--- config.mk ---
export PLATFORM = sky130hd
export DESIGN_NAME = reset_sequencer
export DESIGN_NICKNAME = d
export VERILOG_FILES = /design/src/rtl/reset_sequencer.sv
export SDC_FILE = /design/constraint.sdc
export NUM_CORES = 1
export LEC_CHECK = 0
export ABC_AREA = 1
export BUFFER_PORTS_ARGS = -buffer_cell sky130_fd_sc_hd__buf_4
export CORE_UTILIZATION = 36
export CTS_BUF_LIST = sky130_fd_sc_hd__clkbuf_8
export CTS_CLUSTER_DIAMETER = 200
export DETAILED_ROUTE_END_ITERATION = 16
export PLACE_DENSITY = 0.68
export SYNTH_ARGS = -nofsm -noshare
export SYNTH_HDL_FRONTEND = slang
export SYNTH_SLANG_ARGS = --single-unit
--- constraint.sdc ---
create_clock -name clock -period 4.4 [get_ports clock]
set_input_delay 0.22 -clock clock [delete_from_list [all_inputs] [get_ports clock]]
set_output_delay 0.22 -clock clock [all_outputs]
set_load 0.02 [all_outputs]
--- src/rtl/reset_sequencer.sv ---
// Ordered multi-channel reset release with per-channel hold delays.
// Define RESET_SEQ_ACK_EN to add chan_ready and wait per channel.
module reset_sequencer #(
  parameter  int N_CH  = 4,
  parameter  int CNT_W = 16,
  localparam int IW    = (N_CH > 1) ? $clog2(N_CH) : 1
) (
  input  logic                  clock,
  input  logic                  reset,
  input  logic [N_CH*CNT_W-1:0] cfg_delay,
  input  logic                  sw_rearm,
`ifdef RESET_SEQ_ACK_EN
  input  logic [N_CH-1:0]       chan_ready,
`endif
  output logic [N_CH-1:0]       chan_reset,
  output logic                  seq_busy,
  output logic                  seq_done,
  output logic [IW-1:0]         cur_idx
);

`ifdef RESET_SEQ_ACK_EN
  typedef enum logic [1:0] {
    S_COUNT,
    S_WAIT_RDY,
    S_DONE
  } state_t;
`else
  typedef enum logic [1:0] {
    S_COUNT,
    S_DONE
  } state_t;
`endif

  localparam logic [IW-1:0] LAST = IW'(N_CH - 1);

  state_t           r_state;
  logic [CNT_W-1:0] r_shadow [N_CH];
  logic [CNT_W-1:0] r_cnt;
  logic [N_CH-1:0]  r_chan;
  logic             r_busy;
  logic             r_done;
  logic [IW-1:0]    r_idx;

  logic             w_last;
  logic             w_restart;
  logic [IW-1:0]    w_nxt_idx;

  // A zero delay still holds the channel for one cycle.
  function automatic logic [CNT_W-1:0] ld(
    input logic [CNT_W-1:0] d
  );
    return (d == '0) ? CNT_W'(1) : d;
  endfunction

  assign w_last    = (r_idx == LAST);
  assign w_restart = reset | sw_rearm;
  assign w_nxt_idx = w_last ? r_idx : r_idx + IW'(1);

  always_ff @(posedge clock) begin
    if (w_restart) begin
      for (int i = 0; i < N_CH; i++)
        r_shadow[i] <= cfg_delay[i*CNT_W +: CNT_W];
      r_cnt   <= ld(cfg_delay[CNT_W-1:0]);
      r_chan  <= '1;
      r_idx   <= '0;
      r_busy  <= 1'b1;
      r_done  <= 1'b0;
      r_state <= S_COUNT;
    end else begin
      case (r_state)
        S_COUNT: begin
          if (r_cnt == CNT_W'(1)) begin
            r_chan[r_idx] <= 1'b0;
            if (w_last) begin
              r_state <= S_DONE;
              r_busy  <= 1'b0;
              r_done  <= 1'b1;
            end else begin
`ifdef RESET_SEQ_ACK_EN
              r_state <= S_WAIT_RDY;
`else
              r_idx <= w_nxt_idx;
              r_cnt <= ld(r_shadow[w_nxt_idx]);
`endif
            end
          end else begin
            r_cnt <= r_cnt - CNT_W'(1);
          end
        end
`ifdef RESET_SEQ_ACK_EN
        S_WAIT_RDY: begin
          if (chan_ready[r_idx]) begin
            r_idx   <= w_nxt_idx;
            r_cnt   <= ld(r_shadow[w_nxt_idx]);
            r_state <= S_COUNT;
          end
        end
`endif
        default: ;
      endcase
    end
  end

  assign chan_reset = r_chan;
  assign seq_busy   = r_busy;
  assign seq_done   = r_done;
  assign cur_idx    = r_idx;

endmodule

==> run metrics <==
crit path time final 2.46 ns; DRT Wirelength 7.38 mm; WP data required 4.44 ns; Clock Latency Late Sink 0.33 ns; PostCTS Resize Cnt 0; Synth top area share 57.5%; post-CTS setup buffers 0; placed inst area 0.00400 sq mm; H-tree Lvls 3; Fin Clk Skew 0.0102 ns; Final Worst Setup Slack 1.95 ns; post-synthesis area per instance 9.57 sq um; synth top area cells edfxtp_1 58%, nand2_1 11%, nand3_1 6.9%; maximum clock frequency 0.407 GHz; Area Overhead vs Synth 25.4%; DR vias/cell 4.86; I/O Pins 75; diode count 0; Cell Area, Synth 0.00334 sq mm; met3 usage 2.58%; RSZ-0062 raised after global routing no; Hold Buf Count CTS 0; Root Buffer clkbuf_8; TNS Setup 0 ns; CP max FO 17; synth unique cells 26; WS Path Type flop to flop; Max-cap violations 0; WL per Instance 13.7 um; R2R setup slack 1.95 ns; Worst Hold Class primary input to flop; Initial Utilization 37.7%; routed vias 2620; FP Rows 34; met1 Use GR 21.2%; status completed; Core Region 0.00885 sq mm; vias in the first global route 2659; IO Port Bufs 74; Die Wd 98.3 um; period utilisation layout 55.8%; first-pass GRT wire length 12.4 mm; GRT Total Usage 16.3%; Num CTS Buffers 9; Rel. slew slack 42.6%; layout cells sized above 1 23.4%; CTS tree done; YS warnings 0; pwr dens 349 mW/mm^2; Setup Viol. Count Final 0; CP Launch Type flop; Syn Nets 418; crit path DAT 2.50 ns; die area 0.00967 sq mm; antenna viol nets, final 0; clock sink count 72; final core utilization 47.3%; register area share after synthesis 62.3%; GRT overflow 0; Pre-Repair DR Iteration Count 7; largest net degree at the start of global routing 33; max-slew violation count 0; Crit. End Element flop; Post-DP HPWL 5.49 mm; number of synthesized register bits 72; Max clock buf depth 2; routability cong. 0.813; final hold viol count 0; LEAKAGE 0.00172 uW; Peak VDD IR 281 uV; met2 Usage GRT 27.8%; pre-CTS setup slack 1.96 ns; DRC 0; final instance area 0.00419 sq mm; area leader, netlist edfxtp_1; worst slew pin tran 0.859 ns; Gate Count Post-Synth 349; clk slew on worst S/H paths 0.08 ns; initial antenna violation count 0; initial drt markers 211; Final nets 495; Die Ht 98.3 um; gr busiest metal met2
## power by group
group          total [uW]  leakage [uW]  internal [uW]  switching [uW]
Sequential            828      0.000721            805            22.8
Clock                 494     0.0000959            257             237
Combinational         141      0.000903           67.1            73.9
## metal layers
metal / up-vias / part of all wire (%)
li1: 1351 / -
met1: 1177 / 46
met2: 84 / 49
met3: 8 / 4.4
met4: 0 / 0.85
met5: - / 0
## worst paths after layout
| kind | start | end | cells after the start |
|---|---|---|---|
| max | r_cnt[1] | r_cnt[2] | 9 |
| min | cfg_delay[18] | r_shadow[1][2] | 1 |
| max reg2reg | r_cnt[1] | r_cnt[2] | 9 |
| min reg2reg | chan_reset[1] | chan_reset[1] | 2 |
## layout make-up
cell class	instances	area [sq um]
Fill cell	828	4660
Clock inverter	7	62.6
Tap cell	108	135
Sequential cell	72	2080
Inverter	24	90.1
Timing Repair Buffer	77	578
Clock buffer	9	124
Multi-Input combinational cell	242	1120
## per-stage QoR
step / total power [uW] / std cells / hold slack, ns
global route: 1520 / 539 / 0.0354
CTS: 1470 / 539 / 0.0516
finish: 1460 / 539 / 0.0620
detailed placement: 984 / 523 / 0.399
floorplan: 909 / 349 / 0.319
global placement: 982 / 523 / 0.399
## critical path: stages, from the launching register on
cell	delay [ns]
edfxtp_1	0.36
inv_1	0.10
ha_1	0.17
inv_1	0.06
nor3_1	0.14
nand3_1	0.41
inv_2	0.38
nand3_1	0.18
a21oi_2	0.20
inv_2	0.17
## registers in the layout (all words and copies together), names as in the netlist
signal / flops
r_state: 1
r_shadow: 48
cur_idx: 2
chan_reset: 4
seq_busy: 1
r_cnt: 16
## layout by cell type, fill, tap and decap left out
cell	n
edfxtp_1	64
xor2_1	6
bufinv_16	1
clkinvlp_4	1
o211a_1	1
clkbuf_8	9
inv_6	1
o31ai_1	2
nor2_1	42
inv_2	5
o21ai_0	7
nor3_1	2
nor2_2	5
a21oi_2	1
xnor2_1	1
nand4_1	3
clkinv_1	2
nor4_1	5
nand2_1	97
inv_1	20
a21oi_1	14
o21bai_1	1
buf_4	77
ha_1	2
o21ai_1	2
a31oi_1	5
clkinv_2	1
dfxtp_1	8
nand3_1	46
## kinds of logic after synthesis
logic type      Yosys count  synth area share, %
compound gates           33                 5.62
xor+xnor                  7                 1.84
fa+ha+maj                 2                0.749
buf+inv                  35                 4.20
flops                    72                 62.3
simple gates            200                 25.3
## Yosys cell counts
cell type  count
o21ai_0        7
buf_2          4
o21bai_1       1
o21ai_1        2
clkbuf_1       5
xor2_1         6
nor2_1        42
o211a_1        1
nand3_1       46
nor4_1         5
a21oi_1       14
xnor2_1        1
edfxtp_1      64
nand4_1        3
buf_4          1
o31ai_1        2
dfxtp_1        8
inv_1         20
inv_2          4
ha_1           2
buf_1          1
a21oi_2        1
nand2_1       97
a31oi_1        5
nor3_1         2
nor2_2         5
(Power assumes the default switching activity.)
